### config.mk
export PLATFORM = sky130hd
export DESIGN_NAME = frame_capture
export DESIGN_NICKNAME = d
export VERILOG_FILES = /design/src/rtl/frame_capture.sv
export SDC_FILE = /design/constraint.sdc
export NUM_CORES = 1
export LEC_CHECK = 0
export BUFFER_PORTS_ARGS = -buffer_cell sky130_fd_sc_hd__buf_4
export CORE_MARGIN = 5
export CORE_UTILIZATION = 55
export CTS_BUF_LIST = sky130_fd_sc_hd__clkbuf_2
export DETAILED_ROUTE_END_ITERATION = 6
export PLACE_DENSITY = 0.78
export SLEW_MARGIN = 25
export SYNTH_ARGS = -nofsm -noshare
export SYNTH_HDL_FRONTEND = slang
export SYNTH_SLANG_ARGS = --single-unit
export TNS_END_PERCENT = 30
### constraint.sdc
create_clock -name clk -period 3.3 [get_ports clk]
set_input_delay 0.825 -clock clk [delete_from_list [all_inputs] [get_ports clk]]
set_output_delay 0.825 -clock clk [all_outputs]
set_load 0.005 [all_outputs]
### src/rtl/frame_capture.sv
// frame_capture: camera byte-stream sink. It requests one frame, assembles R,G,B
// bytes into 24-bit pixels, tags each pixel with coordinates and frame markers,
// and computes an 8-bit luma value.
//
// state   | meaning
// --------+---------------------------------------------------------------
// IDLE    | camera disabled, waiting for start
// ARM     | camera enabled, waiting for the first byte (R of pixel 0,0)
// CAPTURE | taking R,G,B bytes and emitting one pixel per three bytes
// DONE    | one-cycle frame completion (frame_done, frame_count updated)
module frame_capture #(
  parameter int N  = 450,
  parameter int M  = 600,
  parameter int XW = $clog2(M),
  parameter int YW = $clog2(N)
) (
  input  logic          clk,
  input  logic          rst_n,
  input  logic          start,
  input  logic          abort,
  output logic          camera_en,
  input  logic          data_valid,
  input  logic [7:0]    data_in,
  output logic          pix_valid,
  output logic [23:0]   pix_rgb,
  output logic [7:0]    pix_gray,
  output logic [XW-1:0] pix_x,
  output logic [YW-1:0] pix_y,
  output logic          sof,
  output logic          eol,
  output logic          eof,
  output logic          busy,
  output logic          frame_done,
  output logic          aborted,
  output logic [15:0]   frame_count
);

  typedef enum logic [1:0] {
    S_IDLE    = 2'd0,
    S_ARM     = 2'd1,
    S_CAPTURE = 2'd2,
    S_DONE    = 2'd3
  } state_t;

  localparam logic [XW-1:0] X_LAST = XW'(M - 1);
  localparam logic [YW-1:0] Y_LAST = YW'(N - 1);

  state_t        state_q, state_d;
  logic [1:0]    phase_q, phase_d;
  logic [XW-1:0] x_q, x_d;
  logic [YW-1:0] y_q, y_d;
  logic [7:0]    r_q, r_d;
  logic [7:0]    g_q, g_d;
  logic          camera_en_q, camera_en_d;
  logic          pix_valid_q, pix_valid_d;
  logic [23:0]   pix_rgb_q, pix_rgb_d;
  logic [7:0]    pix_gray_q, pix_gray_d;
  logic [XW-1:0] pix_x_q, pix_x_d;
  logic [YW-1:0] pix_y_q, pix_y_d;
  logic          sof_q, sof_d;
  logic          eol_q, eol_d;
  logic          eof_q, eof_d;
  logic          frame_done_q, frame_done_d;
  logic          aborted_q, aborted_d;
  logic [15:0]   frame_count_q, frame_count_d;
  logic [9:0]    gray_sum;

  // Luma of the pixel completed by the current byte: R + 2G + B, at most 1020.
  always_comb begin
    gray_sum = {2'b00, r_q} + {1'b0, g_q, 1'b0} + {2'b00, data_in};
  end

  // Next-state and registered-output logic. Abort wins over start and bytes.
  always_comb begin
    state_d       = state_q;
    phase_d       = phase_q;
    x_d           = x_q;
    y_d           = y_q;
    r_d           = r_q;
    g_d           = g_q;
    camera_en_d   = camera_en_q;
    pix_valid_d   = 1'b0;
    pix_rgb_d     = pix_rgb_q;
    pix_gray_d    = pix_gray_q;
    pix_x_d       = pix_x_q;
    pix_y_d       = pix_y_q;
    sof_d         = 1'b0;
    eol_d         = 1'b0;
    eof_d         = 1'b0;
    frame_done_d  = 1'b0;
    aborted_d     = 1'b0;
    frame_count_d = frame_count_q;

    case (state_q)
      S_IDLE: begin
        camera_en_d = 1'b0;
        if (start && !abort) begin
          state_d     = S_ARM;
          camera_en_d = 1'b1;
        end
      end

      S_ARM: begin
        if (abort) begin
          state_d     = S_IDLE;
          camera_en_d = 1'b0;
          aborted_d   = 1'b1;
          phase_d     = 2'd0;
          x_d         = '0;
          y_d         = '0;
        end else if (data_valid) begin
          r_d     = data_in;
          phase_d = 2'd1;
          state_d = S_CAPTURE;
        end
      end

      S_CAPTURE: begin
        if (abort) begin
          state_d     = S_IDLE;
          camera_en_d = 1'b0;
          aborted_d   = 1'b1;
          phase_d     = 2'd0;
          x_d         = '0;
          y_d         = '0;
        end else if (data_valid) begin
          case (phase_q)
            2'd0: begin
              r_d     = data_in;
              phase_d = 2'd1;
            end
            2'd1: begin
              g_d     = data_in;
              phase_d = 2'd2;
            end
            2'd2: begin
              phase_d     = 2'd0;
              pix_valid_d = 1'b1;
              pix_rgb_d   = {r_q, g_q, data_in};
              pix_gray_d  = 8'(gray_sum >> 2);
              pix_x_d     = x_q;
              pix_y_d     = y_q;
              sof_d       = (x_q == '0) && (y_q == '0);
              eol_d       = (x_q == X_LAST);
              eof_d       = (x_q == X_LAST) && (y_q == Y_LAST);
              if (x_q == X_LAST) begin
                x_d = '0;
                if (y_q == Y_LAST) begin
                  y_d           = '0;
                  state_d       = S_DONE;
                  camera_en_d   = 1'b0;
                  frame_done_d  = 1'b1;
                  frame_count_d = frame_count_q + 16'd1;
                end else begin
                  y_d = y_q + YW'(1);
                end
              end else begin
                x_d = x_q + XW'(1);
              end
            end
            default: phase_d = 2'd0;
          endcase
        end
      end

      S_DONE: begin
        state_d = S_IDLE;
      end

      default: state_d = S_IDLE;
    endcase
  end

  // State and output registers with asynchronous active-low reset.
  always_ff @(posedge clk or negedge rst_n) begin
    if (!rst_n) begin
      state_q       <= S_IDLE;
      phase_q       <= 2'd0;
      x_q           <= '0;
      y_q           <= '0;
      r_q           <= 8'd0;
      g_q           <= 8'd0;
      camera_en_q   <= 1'b0;
      pix_valid_q   <= 1'b0;
      pix_rgb_q     <= 24'd0;
      pix_gray_q    <= 8'd0;
      pix_x_q       <= '0;
      pix_y_q       <= '0;
      sof_q         <= 1'b0;
      eol_q         <= 1'b0;
      eof_q         <= 1'b0;
      frame_done_q  <= 1'b0;
      aborted_q     <= 1'b0;
      frame_count_q <= 16'd0;
    end else begin
      state_q       <= state_d;
      phase_q       <= phase_d;
      x_q           <= x_d;
      y_q           <= y_d;
      r_q           <= r_d;
      g_q           <= g_d;
      camera_en_q   <= camera_en_d;
      pix_valid_q   <= pix_valid_d;
      pix_rgb_q     <= pix_rgb_d;
      pix_gray_q    <= pix_gray_d;
      pix_x_q       <= pix_x_d;
      pix_y_q       <= pix_y_d;
      sof_q         <= sof_d;
      eol_q         <= eol_d;
      eof_q         <= eof_d;
      frame_done_q  <= frame_done_d;
      aborted_q     <= aborted_d;
      frame_count_q <= frame_count_d;
    end
  end

  assign camera_en   = camera_en_q;
  assign pix_valid   = pix_valid_q;
  assign pix_rgb     = pix_rgb_q;
  assign pix_gray    = pix_gray_q;
  assign pix_x       = pix_x_q;
  assign pix_y       = pix_y_q;
  assign sof         = sof_q;
  assign eol         = eol_q;
  assign eof         = eof_q;
  assign busy        = (state_q == S_ARM) || (state_q == S_CAPTURE);
  assign frame_done  = frame_done_q;
  assign aborted     = aborted_q;
  assign frame_count = frame_count_q;

endmodule

==> key figures <==
Cells and area
  – Multi-input gate area: 2380 sq um
  – Finished Cell Area: 6230 sq um
  – Synthesis-to-finish area growth: 16.6%
  – FF+latch area: 2800 sq um
  – Fill cell count: 816
  – Share of layout cells above drive strength 1: 0.218
  – Layout Nets: 657
  – N_diodes: 0
  – Final Util: 0.646

Clocking
  – CTS resizes: 0
  – Clk sinks: 112
  – # hold bufs at CTS: 0
  – Clock root buffer: clkbuf_2
  – Clk_lat worst skew: 570 ps
  – CTS tree: yes
  – Clock transition at path regs: 270 ps
  – Inserted Clock Buffers: 9
  – Post-CTS setup buffers: 0
  – Max clock buf depth: 2
  – CTS H-tree depth: 3

Timing
  – Max Freq: 387 MHz
  – Minimum clock period: 2580 ps
  – RSZ-0062 raised after global routing: no
  – Max-slew violation count: 0
  – Setup-failing EPs final: 0
  – TNS Setup: 0 ps
  – Clock skew: 16.1 ps
  – Final hold vios: 0
  – Worst-margin pin slew: 721 ps
  – Slew HR: 0.519
  – Fin crit share: 0.782

Die
  – Starting Density: 0.554
  – Die Wd: 109 microns
  – Die Ht: 109 microns
  – Die area: 11,800 sq um
  – Core area: 9640 sq um
  – I/O pins: 88
  – Num rows: 36

Drt
  – Antenna Violating Nets Remaining: 0
  – Vias: 4,097
  – WL per Instance: 15.2 microns
  – DRT Pass-1 Iters: 5
  – Number of DRC markers in iteration 0: 318
  – Post-route DRC: 0
  – Routed wire length: 11,500 microns
  – Vias per inst: 5.42

Pwr
  – Leakage: 3.20 nW
  – Cell Pwr Density: 563 nW/um^2
  – Seq pwr share: 0.479
  – Worst VDD drop: 0.318 mV
  – Clk pwr share: 0.172
  – Sw Ratio: 0.347
  – Combinational Power Share: 0.349
  – Internal: 0.00229 W
  – Sw power: 0.00122 W

Critical path
  – Maximum net fanout on the critical path: 7
  – Kind of cell adding the most delay to the critical path: simple AND/OR/NAND/NOR gates
  – Reg-to-reg setup timing slack: 720 ps
  – Worst EP arrival: 3080 ps
  – Crit path buffers/inverters: 0
  – R2R cell count: 5
  – Crit path cell chain: or4_1, nor3_1, nand4_1, a221oi_1, mux2_2
  – Element type at the critical path end: flip-flop
  – Crit-path slowest cell: or4_1
  – Crit. path cell count: 5
  – Max stage delay on crit path: 670 ps
  – Worst EP required: 3800 ps
  – Reg-to-reg endpoint: camera_en
  – CP Class: flip-flop to flip-flop
  – R2R Path Start: y_q[3]
  – Nature of the critical path startpoint: flip-flop

Logic synthesis
  – Most used DFF post-synth: dfrtp_1
  – Most frequent cell after synthesis: nand2_1
  – Post-synth EDFFs: 0
  – Async SR Flop Fraction: 1.00
  – Top post-synthesis cells by area: dfrtp_1, nand2_1, ha_1
  – Synth Warn #: 0
  – Yosys reg bits: 112
  – Sequential area share after synthesis: 0.525
  – Yosys cell types: 57
  – Top cells by count, synth: nand2_1, dfrtp_1, o21ai_0
  – Mapped cell area: 5340 sq um
  – Top cell type's share of synthesized area: 0.525
  – Syn avg cell area: 9.98 sq um
  – Synth Instances: 535
  – Most area-hungry cell type in the Yosys netlist: dfrtp_1
  – Syn_nets: 574

GRT
  – Initial antenna violation count: 0
  – Vias in the first global route: 3,963
  – Global-route usage over all layers: 0.206
  – Largest net degree at the start of global routing: 68
  – Total gr overflow: 0
  – First-pass GRT wire length: 19,300 microns

Placement
  – GPL Wtd Cong: 0.864
  – I/O Buffers: 87
  – DP Area: 6120 sq um
  – Dpl hpwl: 8240 microns

Outcome
  – Status: finished, final reports clean

Hold path
  – Hold WC Path Type: input pin to asynchronous set/reset pin

Flow run
  – Max Cap Viol: 0
-- flip-flops by register name (all words and copies together), names as in the netlist --
name	count
pix_y	9
pix_valid	1
aborted	1
pix_gray	8
phase_q	2
eol	1
eof	1
y_q	9
x_q	10
pix_rgb	24
state_q	2
r_q	8
camera_en	1
frame_count	16
sof	1
g_q	8
pix_x	10
-- power by group through the flow --
stage	Clock, W	Sequential (W)	Combinational (W)
3_5_place_dp	0	0.00171	0.00122
3_3_place_gp	0	0.00170	0.00117
6_report	0.000602	0.00168	0.00122
2_1_floorplan	0	0.00168	0.000847
4_1_cts	0.000623	0.00168	0.00123
5_1_grt	0.000690	0.00171	0.00137
-- cells in the final DEF (no fill, tap or decap), types with 3 or more instances in the layout --
cell / n
inv_1: 18
a31oi_1: 4
mux2_2: 18
clkbuf_2: 10
and2_1: 3
nor2b_1: 9
dfrtp_1: 112
nand4_1: 7
nor3_1: 12
a21o_1: 4
nand3_1: 15
xnor2_1: 13
o21a_1: 3
o21ai_0: 30
a21oi_1: 4
ha_1: 18
fa_1: 8
o22ai_1: 3
o31ai_1: 12
nor4_1: 4
buf_4: 93
nand2b_1: 9
xor2_1: 9
nor2_1: 19
nand2_1: 147
-- stage by stage --
| stage | power, W | hold slack, ps | instances | setup slack (ps) |
|---|---|---|---|---|
| after floorplan | 0.00253 | 450 | 535 | 626 |
| after global routing | 0.00377 | 323 | 756 | 476 |
| final | 0.00350 | 322 | 756 | 718 |
| after detailed placement | 0.00292 | 465 | 740 | 313 |
| after CTS | 0.00353 | 313 | 756 | 725 |
| after global placement | 0.00287 | 460 | 740 | 430 |
-- per-layer routing --
metal,vias to the layer above,global-route usage,part of all wire
met3,12,0.0358,0.062
met1,1997,0.301,0.45
met4,0,0.0784,0.013
met2,121,0.309,0.47
met5,-,0,0
li1,1967,-,-
-- worst max path at each step --
stage	startpoint	end	slack (ps)
after floorplan	data_in[1]	pix_gray[5]	630
after global placement	data_in[1]	pix_gray[5]	430
after detailed placement	data_in[1]	pix_gray[5]	310
after CTS	state_q[0]	frame_count[12]	720
after global routing	state_q[0]	frame_count[12]	480
final	y_q[3]	camera_en	720
-- cell families after synthesis --
| family | Yosys count | synth area share |
|---|---|---|
| mux | 19 | 0.0398 |
| compound gates | 72 | 0.0851 |
| simple gates | 245 | 0.213 |
| xor+xnor | 22 | 0.0361 |
| flops | 112 | 0.525 |
| fa+ha+maj | 26 | 0.0722 |
| buf+inv | 39 | 0.0288 |
-- final cells by class --
cell class / count / area share
well taps: 133 / 0.0267
multi-input cells: 384 / 0.383
clock inverters: 6 / 0.00964
inverters: 18 / 0.0108
repair buffers: 93 / 0.112
clock buffers: 10 / 0.00804
flip-flops and latches: 112 / 0.450
(Power assumes the default switching activity.)
